--- src/rtl/mac_cfg_master.sv ---
// Bus initiator that acquires a MAC accelerator context, programs one job, triggers it and polls STATUS.
// Optional build macro MAC_CFG_MASTER_READBACK_EN adds a read-back check of the job registers before TRIGGER.
module mac_cfg_master #(
    parameter logic [31:0] BASE_ADDR = 32'h0000_0000,
    parameter int          ID_WIDTH  = 10,
    parameter int          RETRY_GAP = 4,
    parameter int          POLL_GAP  = 8,
    parameter int          POLL_MAX  = 65535
) (
    input  logic                  clk_i,
    input  logic                  rst_i,
    input  logic                  job_valid_i,
    output logic                  job_ready_o,
    input  logic [7:0][31:0]      job_i,
    output logic                  done_o,
    output logic                  error_o,
    output logic [7:0]            job_id_o,
    output logic                  req_o,
    output logic [31:0]           add_o,
    output logic                  wen_o,
    output logic [3:0]            be_o,
    output logic [31:0]           data_o,
    output logic [ID_WIDTH-1:0]   id_o,
    input  logic                  gnt_i,
    input  logic                  r_valid_i,
    input  logic [31:0]           r_data_i,
    input  logic [ID_WIDTH-1:0]   r_id_i
);

    localparam logic [31:0] OFS_TRIGGER = 32'h00;
    localparam logic [31:0] OFS_ACQUIRE = 32'h04;
    localparam logic [31:0] OFS_STATUS  = 32'h0C;
    localparam logic [31:0] OFS_JOB     = 32'h40;
    localparam logic [31:0] ACQ_BUSY    = 32'hFFFF_FFFF;
    localparam logic [15:0] RETRY_LAST  = 16'(RETRY_GAP - 1);
    localparam logic [15:0] POLL_LAST   = 16'(POLL_GAP - 1);
    localparam logic [15:0] POLL_LIMIT  = 16'(POLL_MAX);

    typedef enum logic [3:0] {
        S_IDLE,
        S_ACQ,
        S_ACQ_RSP,
        S_ACQ_WAIT,
        S_CFG,
        S_CFG_RSP,
`ifdef MAC_CFG_MASTER_READBACK_EN
        S_VFY,
        S_VFY_RSP,
`endif
        S_TRIG,
        S_TRIG_RSP,
        S_POLL_WAIT,
        S_POLL,
        S_POLL_RSP,
        S_DONE
    } state_t;

    state_t              state;
    logic [7:0][31:0]    desc;
    logic [2:0]          idx;
    logic [15:0]         gap_cnt;
    logic [15:0]         poll_cnt;
    logic [ID_WIDTH-1:0] last_id;
    logic                rsp_bad;

    assign be_o    = 4'hF;
    assign rsp_bad = (r_id_i != last_id);

    function automatic logic [31:0] job_addr(input logic [2:0] k);
        return BASE_ADDR + OFS_JOB + {27'd0, k, 2'b00};
    endfunction

    // Request fields are only loaded here, so they hold still while the grant is pending.
    task automatic issue(input logic [31:0] addr, input logic rd, input logic [31:0] wdata);
        req_o  <= 1'b1;
        add_o  <= addr;
        wen_o  <= rd;
        data_o <= wdata;
    endtask

    task automatic finish(input logic err);
        done_o  <= 1'b1;
        error_o <= err;
        state   <= S_DONE;
    endtask

    // Descriptor is pure data: captured on acceptance, never reset.
    always_ff @(posedge clk_i) begin
        if (state == S_IDLE && job_valid_i) begin
            desc <= job_i;
        end
    end

    always_ff @(posedge clk_i) begin
        if (rst_i) begin
            state       <= S_IDLE;
            job_ready_o <= 1'b1;
            done_o      <= 1'b0;
            error_o     <= 1'b0;
            job_id_o    <= '0;
            req_o       <= 1'b0;
            add_o       <= '0;
            wen_o       <= 1'b0;
            data_o      <= '0;
            id_o        <= '0;
            last_id     <= '0;
            idx         <= '0;
            gap_cnt     <= '0;
            poll_cnt    <= '0;
        end else begin
            if (req_o && gnt_i) begin
                req_o   <= 1'b0;
                last_id <= id_o;
                id_o    <= id_o + ID_WIDTH'(1);
            end

            case (state)
                S_IDLE: begin
                    if (job_valid_i) begin
                        job_ready_o <= 1'b0;
                        job_id_o    <= '0;
                        poll_cnt    <= '0;
                        issue(BASE_ADDR + OFS_ACQUIRE, 1'b1, 32'd0);
                        state       <= S_ACQ;
                    end
                end

                S_ACQ: if (gnt_i) state <= S_ACQ_RSP;

                S_ACQ_RSP: begin
                    if (r_valid_i) begin
                        if (rsp_bad) begin
                            finish(1'b1);
                        end else if (r_data_i == ACQ_BUSY) begin
                            gap_cnt <= '0;
                            state   <= S_ACQ_WAIT;
                        end else begin
                            job_id_o <= r_data_i[7:0];
                            idx      <= '0;
                            issue(job_addr(3'd0), 1'b0, desc[0]);
                            state    <= S_CFG;
                        end
                    end
                end

                S_ACQ_WAIT: begin
                    if (gap_cnt == RETRY_LAST) begin
                        issue(BASE_ADDR + OFS_ACQUIRE, 1'b1, 32'd0);
                        state <= S_ACQ;
                    end else begin
                        gap_cnt <= gap_cnt + 16'd1;
                    end
                end

                S_CFG: if (gnt_i) state <= S_CFG_RSP;

                S_CFG_RSP: begin
                    if (r_valid_i) begin
                        if (rsp_bad) begin
                            finish(1'b1);
                        end else if (idx == 3'd7) begin
`ifdef MAC_CFG_MASTER_READBACK_EN
                            idx   <= '0;
                            issue(job_addr(3'd0), 1'b1, 32'd0);
                            state <= S_VFY;
`else
                            issue(BASE_ADDR + OFS_TRIGGER, 1'b0, 32'd0);
                            state <= S_TRIG;
`endif
                        end else begin
                            idx   <= idx + 3'd1;
                            issue(job_addr(idx + 3'd1), 1'b0, desc[idx + 3'd1]);
                            state <= S_CFG;
                        end
                    end
                end

`ifdef MAC_CFG_MASTER_READBACK_EN
                S_VFY: if (gnt_i) state <= S_VFY_RSP;

                // A register that reads back differently means the job must never be triggered.
                S_VFY_RSP: begin
                    if (r_valid_i) begin
                        if (rsp_bad || r_data_i != desc[idx]) begin
                            finish(1'b1);
                        end else if (idx == 3'd7) begin
                            issue(BASE_ADDR + OFS_TRIGGER, 1'b0, 32'd0);
                            state <= S_TRIG;
                        end else begin
                            idx   <= idx + 3'd1;
                            issue(job_addr(idx + 3'd1), 1'b1, 32'd0);
                            state <= S_VFY;
                        end
                    end
                end
`endif

                S_TRIG: if (gnt_i) state <= S_TRIG_RSP;

                S_TRIG_RSP: begin
                    if (r_valid_i) begin
                        if (rsp_bad) begin
                            finish(1'b1);
                        end else begin
                            gap_cnt <= '0;
                            state   <= S_POLL_WAIT;
                        end
                    end
                end

                S_POLL_WAIT: begin
                    if (gap_cnt == POLL_LAST) begin
                        issue(BASE_ADDR + OFS_STATUS, 1'b1, 32'd0);
                        state <= S_POLL;
                    end else begin
                        gap_cnt <= gap_cnt + 16'd1;
                    end
                end

                S_POLL: if (gnt_i) state <= S_POLL_RSP;

                // The poll that brings the count to POLL_MAX is the last one allowed.
                S_POLL_RSP: begin
                    if (r_valid_i) begin
                        if (rsp_bad) begin
                            finish(1'b1);
                        end else if (r_data_i == 32'd0) begin
                            finish(1'b0);
                        end else if (poll_cnt + 16'd1 == POLL_LIMIT) begin
                            finish(1'b1);
                        end else begin
                            poll_cnt <= poll_cnt + 16'd1;
                            gap_cnt  <= '0;
                            state    <= S_POLL_WAIT;
                        end
                    end
                end

                S_DONE: begin
                    done_o      <= 1'b0;
                    error_o     <= 1'b0;
                    job_ready_o <= 1'b1;
                    state       <= S_IDLE;
                end

                default: state <= S_IDLE;
            endcase
        end
    end

endmodule

--- config.mk ---
export PLATFORM = sky130hd
export DESIGN_NAME = mac_cfg_master
export DESIGN_NICKNAME = d
export VERILOG_FILES = /design/src/rtl/mac_cfg_master.sv
export SDC_FILE = /design/constraint.sdc
export NUM_CORES = 1
export LEC_CHECK = 0
export BUFFER_PORTS_ARGS = -buffer_cell sky130_fd_sc_hd__buf_2
export CAP_MARGIN = 20
export CORE_MARGIN = 10
export CORE_UTILIZATION = 55
export CTS_BUF_LIST = sky130_fd_sc_hd__clkbuf_16
export DETAILED_ROUTE_END_ITERATION = 8
export PLACE_DENSITY_LB_ADDON = 0.3
export SLEW_MARGIN = 40
export SYNTH_ARGS = -nofsm -noshare
export SYNTH_HDL_FRONTEND = slang
export SYNTH_SLANG_ARGS = --single-unit
--- constraint.sdc ---
create_clock -name clk_i -period 16.6 [get_ports clk_i]
set_input_delay 0.83 -clock clk_i [delete_from_list [all_inputs] [get_ports clk_i]]
set_output_delay 0.83 -clock clk_i [all_outputs]
set_load 0.01 [all_outputs]
==> impl_metrics.json, run 1 <==
{
  "avgRoutedWirePerCell_um": 21.7,
  "switchingPower_mw": 0.768,
  "cp_max_fo": 22,
  "rsz0062_at_grt": "false",
  "synth_edf_count": 256,
  "holdBufCountCts": 0,
  "vias_per_cell": 5.67,
  "drive_gt1_share_pct": 36.4,
  "slew_violations": 0,
  "rows": 61,
  "fin_tns_setup_ps": 0,
  "cp-end-kind": "flop",
  "max-cap-violations": 0,
  "clkSinkCount": 364,
  "finish.instance_area_um2": 18700,
  "cts-htree-levels": 2,
  "clock.fmax_mhz": 306,
  "fillers": 1945,
  "avgSynthCellArea_um2": 13.8,
  "regArea_um2": 9850,
  "die_width_um": 188,
  "placed_area_um2": 17400,
  "drt_iter0_markers": 789,
  "core_um2": 27700,
  "synth_seq_area_share_pct": 63.8,
  "async_flop_share_pct": 0,
  "grt_pass1_wl_um": 62200,
  "port_buffers": 361,
  "grt_overflow": 0,
  "clockPowerShare_pct": 32.0,
  "syn_inst": 1117,
  "hold_class": "reg -> reg",
  "cts_setup_buffers": 0,
  "drc": 0,
  "arrival_ps": 3700,
  "initial_utilization_pct": 55.7,
  "clock-skew-final_ps": 14.7,
  "numCtsBuffers": 38,
  "antenna_found_initial": 5,
  "finalNetCount": 1772,
  "synthesis.yosys.warnings": 0,
  "synth.area.top_cells": "edfxtp_1 50%, dfxtp_1 14%, mux4_2 9.3%",
  "dr_total_vias": 10631,
  "clock_latency_ps": 520,
  "grt_pass1_vias": 11133,
  "hold_violations": 0,
  "power_density_nw_per_um2": 143,
  "place_hpwl_um": 29200,
  "switching_share_pct": 28.7,
  "ys_types": 67,
  "fp.dieArea_um2": 35200,
  "cts_resized": 0,
  "relSlewSlack_pct": 46.4,
  "grt_max_degree": 88,
  "power.leakage_nw": 6.92,
  "setup-violations-final": 0,
  "cpPeakStageDelay_ps": 730,
  "firstDrtPassIters": 5,
  "cts_tree": "done",
  "synth_top_area_share_pct": 49.8,
  "synth.most_common_cell": "edfxtp_1",
  "crit_chain": "and2b_1, nand2_1, or2_0, a311oi_2, nand3b_1, or2_0, o31ai_1",
  "synth_seq_cells": 364,
  "peakVddDrop_uv": 115,
  "crit_top_cell": "or2_0",
  "synthToLayoutAreaGrowth_pct": 21.4,
  "slowest_stage": "dfxtp_1",
  "required_ps": 17030,
  "track_usage_pct": 22.3,
  "place_congestion": 0.850,
  "synthFlopType": "edfxtp_1",
  "cp-start-kind": "flop",
  "routed_wl_um": 40600,
  "finalCritPeriodShare_pct": 19.7,
  "p_comb_share_pct": 20.7,
  "setup.worst_path.class": "reg -> reg",
  "synth_area_leader_cell": "edfxtp_1",
  "p_seq_share_pct": 47.3,
  "die_y_um": 188,
  "path_clk_slew_ps": 60,
  "status": "finished, final reports clean",
  "multi_input_area_um2": 5170,
  "synth.cell_area_um2": 15400,
  "internal-power_mw": 1.91,
  "r2r_slack_ps": 13330,
  "worst_pin_slew_ps": 804,
  "cts-root-buf": "clkbuf_16",
  "drtAntennaViolNets": 0,
  "period_needed_ps": 3270,
  "io_pins": 394,
  "cts_buffer_depth": 3,
  "synth_common_cells": "256 x edfxtp_1, 117 x nor2_1, 108 x dfxtp_1"
}
cell type report:
type	count	area share [%]
repair buffers	372	10.2
clock inverters	31	1.64
well taps	378	2.52
diodes	4	0.0534
clock buffers	39	5.21
multi-input cells	677	27.6
inverters	10	0.200
flip-flops and latches	364	52.6
flip-flops by register name (all words and copies together), names as in the netlist:
| register | cells |
|---|---|
| desc | 256 |
| data_o | 32 |
| last_id | 10 |
| id_o | 10 |
| req_o | 1 |
| state | 4 |
| wen_o | 1 |
| idx | 3 |
| done_o | 1 |
| add_o | 4 |
| poll_cnt | 16 |
| job_id_o | 8 |
| error_o | 1 |
| job_ready_o | 1 |
| gap_cnt | 16 |
path summary, 6_finish.rpt:
check / start / endpoint / depth (start not counted)
worst max register to register: state[1]$_SDFFE_PP0P_ / poll_cnt[14]$_SDFFE_PP0P_ / 7
worst min register to register: job_id_o[2]$_SDFFE_PP0P_ / job_id_o[2]$_SDFFE_PP0P_ / 2
worst max-delay path: state[1]$_SDFFE_PP0P_ / poll_cnt[14]$_SDFFE_PP0P_ / 7
worst min-delay path: job_id_o[2]$_SDFFE_PP0P_ / job_id_o[2]$_SDFFE_PP0P_ / 2
power by group through the flow:
| stage | registers (mW) | logic (mW) | clock network [mW] |
|---|---|---|---|
| final | 1.27 | 0.554 | 0.858 |
| after global routing | 1.28 | 0.607 | 0.909 |
| after CTS | 1.27 | 0.557 | 0.868 |
| after detailed placement | 1.28 | 0.555 | 0 |
| after global placement | 1.27 | 0.535 | 0 |
| after floorplan | 1.32 | 0.396 | 0 |
layer usage:
metal  vias up  routed length [µm]  track usage, %
li1       4932                   -               -
met1      5156               15200            26.0
met2       479               21400            39.4
met3        62                3030            5.86
met4         2                1050            7.20
met5         -                   8               0
cell families (layout without fill, tap and decap cells):
group / after synthesis / in the layout / share of synthesized area [%]
and+or+nand+nor: 306 / 306 / 9.78
AOI/OAI and AO/OA: 211 / 211 / 9.30
xor gates and xnor gates: 19 / 19 / 1.08
other: 2 / 36 / 0.0487
DFF: 364 / 364 / 63.8
buffers and inverters: 106 / 452 / 3.63
muxes: 103 / 103 / 11.9
adders and majority gates: 6 / 6 / 0.486
critical path, delay by kind of cell (launching register included):
| kind | cells | cell delay (ps) |
|---|---|---|
| compound gates | 2 | 710 |
| simple gates | 5 | 1750 |
| flops | 1 | 730 |
through the flow:
stage / setup WS, ps / cells / utilization [%] / hold WS [ps] / power (mW)
6_report: 13330 / 1875 / 67.7 / 449 / 2.68
3_3_place_gp: 13090 / 1800 / 62.8 / 439 / 1.81
4_1_cts: 13230 / 1871 / 67.6 / 453 / 2.69
3_5_place_dp: 13170 / 1801 / 63.0 / 445 / 1.84
5_1_grt: 13140 / 1875 / 67.7 / 470 / 2.80
2_1_floorplan: 7670 / 1147 / - / 433 / 1.72
cells in the final DEF (no fill, tap or decap), drive strengths merged, types with 6 or more instances in the layout:
cell,netlist,layout
and3,14,14
ha,6,6
nor4,19,19
conb,2,32
nand3,19,19
nor2b,6,6
o31ai,8,8
or3,12,12
edfxtp,256,256
clkbuf,34,39
nand2,57,57
o21ai,48,48
dfxtp,108,108
mux4,64,64
xor2,17,17
bufinv,0,6
nand4,19,19
a211oi,37,37
nor3,19,19
clkinv,0,15
mux2i,38,38
a21oi,87,87
inv,10,19
a31oi,12,12
nor2,117,117
buf,62,372
No activity file was read; power rests on OpenSTA's default activity.
==> run 2, diff against run 1 <==
CORE_UTILIZATION = 48   (was 55)
clock period = 3 ns   (was 16.6 ns; I/O delays follow)
==> impl_metrics.json, run 2 (synthesis results as in run 1) <==
{
  "status": "finished, final reports clean",
  "finalCritPeriodShare_pct": 93.1,
  "die_y_um": 199,
  "slew_violations": 0,
  "clock.fmax_mhz": 358,
  "finish.instance_area_um2": 21600,
  "r2r_slack_ps": 210,
  "relSlewSlack_pct": 53.8,
  "peakVddDrop_uv": 608,
  "place_inst": 1837,
  "power_density_nw_per_um2": 725,
  "track_usage_pct": 24.7,
  "vias_per_cell": 5.65,
  "cts-root-buf": "clkbuf_16",
  "layout_common_cells": "360 x buf_2, 264 x dlygate4sd3_1, 256 x edfxtp_1",
  "clock_latency_ps": 530,
  "crit_buf_inv": 1,
  "initial_utilization_pct": 48.8,
  "startpoint": "state[3]$_SDFFE_PP0P_",
  "hold_violations": 0,
  "grt_pass1_vias": 12728,
  "firstDrtPassIters": 6,
  "grt_pass1_wl_um": 75100,
  "cp-end-kind": "flop",
  "clock-skew-final_ps": 37.2,
  "fillers": 2070,
  "crit_chain": "or3b_1, a21oi_2, o21ai_1, nand2_1, nor3_4, buf_12, nor2_1, a211oi_2",
  "cts_setup_buffers": 0,
  "drc": 0,
  "cts-htree-levels": 2,
  "place_hpwl_um": 29600,
  "timing.rr.end": "data_o[10]$_SDFFE_PP0P_",
  "cp-start-kind": "flop",
  "setup-violations-final": 0,
  "reg2reg_depth": 8,
  "cts_resized": 0,
  "numCtsBuffers": 38,
  "worst_pin_slew_ps": 693,
  "dp_slack_ps": 375,
  "required_ps": 3380,
  "drt_iter0_markers": 1216,
  "clkSinkCount": 364,
  "cts_tree": "done",
  "slowest_stage": "dfxtp_1",
  "crit_family": "simple AND/OR/NAND/NOR gates",
  "dr_total_vias": 12306,
  "largest_reg_flops": 256,
  "final_core_util_pct": 68.2,
  "fp.dieArea_um2": 39700,
  "die_width_um": 199,
  "fin_tns_setup_ps": 0,
  "hold_class": "in -> reg",
  "rows": 65,
  "holdBufCountCts": 264,
  "drtAntennaViolNets": 0,
  "setup.worst_path.class": "reg -> reg",
  "max-cap-violations": 0,
  "holdPathEnd": "id_o[7]$_SDFFE_PP0P_",
  "worstHoldStart": "rst_i",
  "final_common_cell": "buf_2",
  "regMostFlops": "desc",
  "place_congestion": 0.864,
  "avgRoutedWirePerCell_um": 23.6,
  "port_buffers": 361,
  "reg_top3": "desc: 256 flops, data_o: 32 flops",
  "grt_overflow": 0,
  "cts_buffer_depth": 3,
  "drive_gt1_share_pct": 31.4,
  "r2r-start": "state[3]$_SDFFE_PP0P_",
  "finalNetCount": 2048,
  "period_needed_ps": 2790,
  "power.leakage_nw": 8.09,
  "routed_wl_um": 51400,
  "cpPeakStageDelay_ps": 700,
  "holdPathStages": 2,
  "path_clk_slew_ps": 60,
  "setup_ws_ps": 208,
  "rsz0062_at_grt": "false",
  "arrival_ps": 3180,
  "io_pins": 394,
  "finalNonFillerCells": 2179,
  "cp_max_fo": 43,
  "core_um2": 31600,
  "synthToLayoutAreaGrowth_pct": 39.8,
  "antenna_found_initial": 9,
  "grt_max_degree": 68,
  "placed_area_um2": 17600
}
## run 2: report_power, final
part	internal (mW)	leakage, nW	switching [mW]
clock network	2.96	0.646	1.98
logic	1.42	4.17	2.24
registers	6.60	3.28	0.445
total	11.0	8.09	4.67
## run 2: stage by stage
stage | hold WS (ps) | power [mW]
5_1_grt | 130 | 16.3
6_report | 97.1 | 15.6
3_3_place_gp | 326 | 10.2
4_1_cts | 103 | 15.4
2_1_floorplan | 249 | 9.19
3_5_place_dp | 328 | 10.3
## run 2: worst max path at each step
stage                           endpoint  slack, ps  cells after the start
2_1_floorplan   poll_cnt[4]$_SDFFE_PP0P_        380                      8
3_3_place_gp   poll_cnt[15]$_SDFFE_PP0P_        330                      6
3_5_place_dp       add_o[6]$_SDFFE_PP0P_        380                      8
4_1_cts            add_o[6]$_SDFFE_PP0P_        320                      8
5_1_grt         poll_cnt[9]$_SDFFE_PP0P_         20                      7
6_report         data_o[10]$_SDFFE_PP0P_        210                      8
## run 2: per-layer routing
layer	global-route usage [%]	up-vias	routed length [µm]
li1	-	5484	-
met1	28.7	5960	18200
met2	42.3	724	25800
met3	6.26	134	4970
met4	11.2	4	2370
met5	0	-	23
## run 2: area by class of cell
cell class                 instances  area, µm²  share of cell area (%)
clock buffer                      39        976                    4.52
tap                              402        503                    2.33
timing repair buffer             648       4700                    21.8
multi-input combinational        677       5170                    24.0
antenna                           10       25.0                   0.116
clock inverter                    29        312                    1.44
inverter                          10       37.5                   0.174
sequential                       364       9850                    45.7
## run 2: worst reg2reg max path: cells and delay by family, from the launching register on
family                 cells  cell delay, ps
DFF                        1             700
and+or+nand+nor            4            1050
buffers and inverters      1             190
AOI/OAI and AO/OA          3             740
==> run 3, diff against run 2 <==
CTS_CLUSTER_SIZE = 28   (was default)
REMOVE_ABC_BUFFERS = 1   (was default)
==> impl_metrics.json, run 3 (synthesis results as in run 1) <==
{
  "cts-htree-levels": 2,
  "holdPathStages": 2,
  "die_width_um": 199,
  "peakVddDrop_uv": 569,
  "largest_reg_flops": 256,
  "period_needed_ps": 2610,
  "synthToLayoutAreaGrowth_pct": 39.9,
  "dr_total_vias": 12164,
  "required_ps": 3450,
  "clkSinkCount": 364,
  "drt_iter0_markers": 1045,
  "track_usage_pct": 24.9,
  "finalNetCount": 2053,
  "setup.worst_path.class": "reg -> reg",
  "clockPowerShare_pct": 30.0,
  "hold_violations": 0,
  "cts_buffer_depth": 3,
  "holdPathEnd": "id_o[2]$_SDFFE_PP0P_",
  "cts_resized": 0,
  "setup_ws_ps": 386,
  "final_common_cell": "buf_2",
  "fp.dieArea_um2": 39700,
  "finalNonFillerCells": 2187,
  "timing.rr.end": "poll_cnt[8]$_SDFFE_PP0P_",
  "max-cap-violations": 0,
  "io_pins": 394,
  "core_um2": 31600,
  "path_clk_slew_ps": 60,
  "dp_slack_ps": 467,
  "drtAntennaViolNets": 0,
  "worst_pin_slew_ps": 698,
  "place_hpwl_um": 30000,
  "final_core_util_pct": 68.3,
  "vias_per_cell": 5.56,
  "reg_top3": "desc: 256 flops, data_o: 32 flops",
  "clock.fmax_mhz": 383,
  "slowest_stage": "dfxtp_1",
  "r2r-start": "state[3]$_SDFFE_PP0P_",
  "clock_latency_ps": 530,
  "cp_max_fo": 19,
  "finalCritPeriodShare_pct": 87.1,
  "cpPeakStageDelay_ps": 700,
  "avgRoutedWirePerCell_um": 23.0,
  "die_y_um": 199,
  "numCtsBuffers": 39,
  "multi_input_area_um2": 5170,
  "cp-end-kind": "flop",
  "power.leakage_nw": 8.11,
  "p_comb_share_pct": 24.3,
  "drc": 0,
  "place_inst": 1841,
  "fillers": 2003,
  "drive_gt1_share_pct": 31.6,
  "power_density_nw_per_um2": 710,
  "relSlewSlack_pct": 53.5,
  "initial_utilization_pct": 48.8,
  "grt_pass1_vias": 12790,
  "hold_class": "in -> reg",
  "setup-violations-final": 0,
  "reg2reg_depth": 7,
  "rsz0062_at_grt": "false",
  "antenna_found_initial": 9,
  "grt_max_degree": 65,
  "layout_common_cells": "360 x buf_2, 264 x dlygate4sd3_1, 256 x edfxtp_1",
  "cp-start-kind": "flop",
  "firstDrtPassIters": 5,
  "status": "finished, final reports clean",
  "p_seq_share_pct": 45.6,
  "crit_chain": "nand2_1, or2_0, a311oi_2, nand3b_1, buf_4, nor4_1, o22a_1",
  "internal-power_mw": 10.7,
  "slew_violations": 0,
  "grt_overflow": 0,
  "grt_pass1_wl_um": 76000,
  "r2r_slack_ps": 390,
  "regMostFlops": "desc",
  "clock-skew-final_ps": 30.3,
  "switchingPower_mw": 4.66,
  "arrival_ps": 3060,
  "rows": 65,
  "place_congestion": 0.895,
  "switching_share_pct": 30.4,
  "cts-root-buf": "clkbuf_16",
  "cts_tree": "done",
  "worstHoldStart": "rst_i",
  "routed_wl_um": 50400,
  "port_buffers": 361,
  "regArea_um2": 9850
}
-- run 3: cell types whose count changed in the layout (fill, tap and decap cells not counted), moves of 2 or more --
cell,delta
bufinv_16,-5
diode_2,+2
clkinv_1,-3
inv_1,+4
buf_12,+6
clkinv_2,+2
-- run 3: power by group through the flow --
stage               registers [mW]  clock network [mW]  logic (mW)
global route                  7.08                4.86        4.01
CTS                           6.93                4.59        3.65
global placement              6.97                   0        3.26
detailed placement            7.03                   0        3.36
floorplan                     6.89                   0        1.76
finish                        7.00                4.61        3.73
-- run 3: worst max-delay path, delay by kind of cell, from the launching register on --
kind            cells  cell delay (ps)
buf+inv             1              250
simple gates        4             1010
compound gates      2              580
flops               1              700
-- run 3: per-layer routing --
metal | part of all wire, % | GRT usage [%] | vias up
li1 | - | - | 5492
met1 | 36 | 29.4 | 5907
met2 | 51 | 42.7 | 656
met3 | 9.5 | 6.73 | 109
met4 | 3.2 | 9.16 | 0
met5 | 0 | 0 | -
-- run 3: timing repair --
| item | CTS | global route |
|---|---|---|
| hold buffers | 264 | 0 |
| buffers inserted | 0 | 0 |
| hold endpoints to repair | 264 | 0 |
-- run 3: cell type report --
class	count	share of cell area [%]
antenna	12	0.139
timing repair buffer	652	22.2
sequential	364	45.6
multi-input combinational	677	23.9
tap	402	2.33
clock inverter	30	0.938
inverter	10	0.174
clock buffer	40	4.63
-- run 3: stage by stage --
| stage | hold WS [ps] | TNS, ps | total power, mW | area [µm²] |
|---|---|---|---|---|
| 4_1_cts | 58.8 | 0 | 15.2 | 21600 |
| 6_report | 80.0 | 0 | 15.3 | 21600 |
| 3_5_place_dp | 328 | 0 | 10.4 | 17700 |
| 2_1_floorplan | 215 | -1319100 | 8.65 | 15000 |
| 5_1_grt | 79.3 | 0 | 16.0 | 21600 |
| 3_3_place_gp | 326 | 0 | 10.2 | 17700 |
-- run 3: worst max-delay path by stage --
stage | depth (start not counted) | end | slack (ps) | from
final | 7 | poll_cnt[8]$_SDFFE_PP0P_ | 390 | state[3]$_SDFFE_PP0P_
after global routing | 9 | data_o[13]$_SDFFE_PP0P_ | 130 | gap_cnt[0]$_SDFFE_PP0P_
after CTS | 7 | poll_cnt[9]$_SDFFE_PP0P_ | 420 | state[3]$_SDFFE_PP0P_
after detailed placement | 7 | poll_cnt[9]$_SDFFE_PP0P_ | 470 | state[3]$_SDFFE_PP0P_
after global placement | 7 | poll_cnt[8]$_SDFFE_PP0P_ | 490 | state[3]$_SDFFE_PP0P_
after floorplan | 5 | poll_cnt[15]$_SDFFE_PP0P_ | -5190 | state[0]$_SDFFE_PP0P_
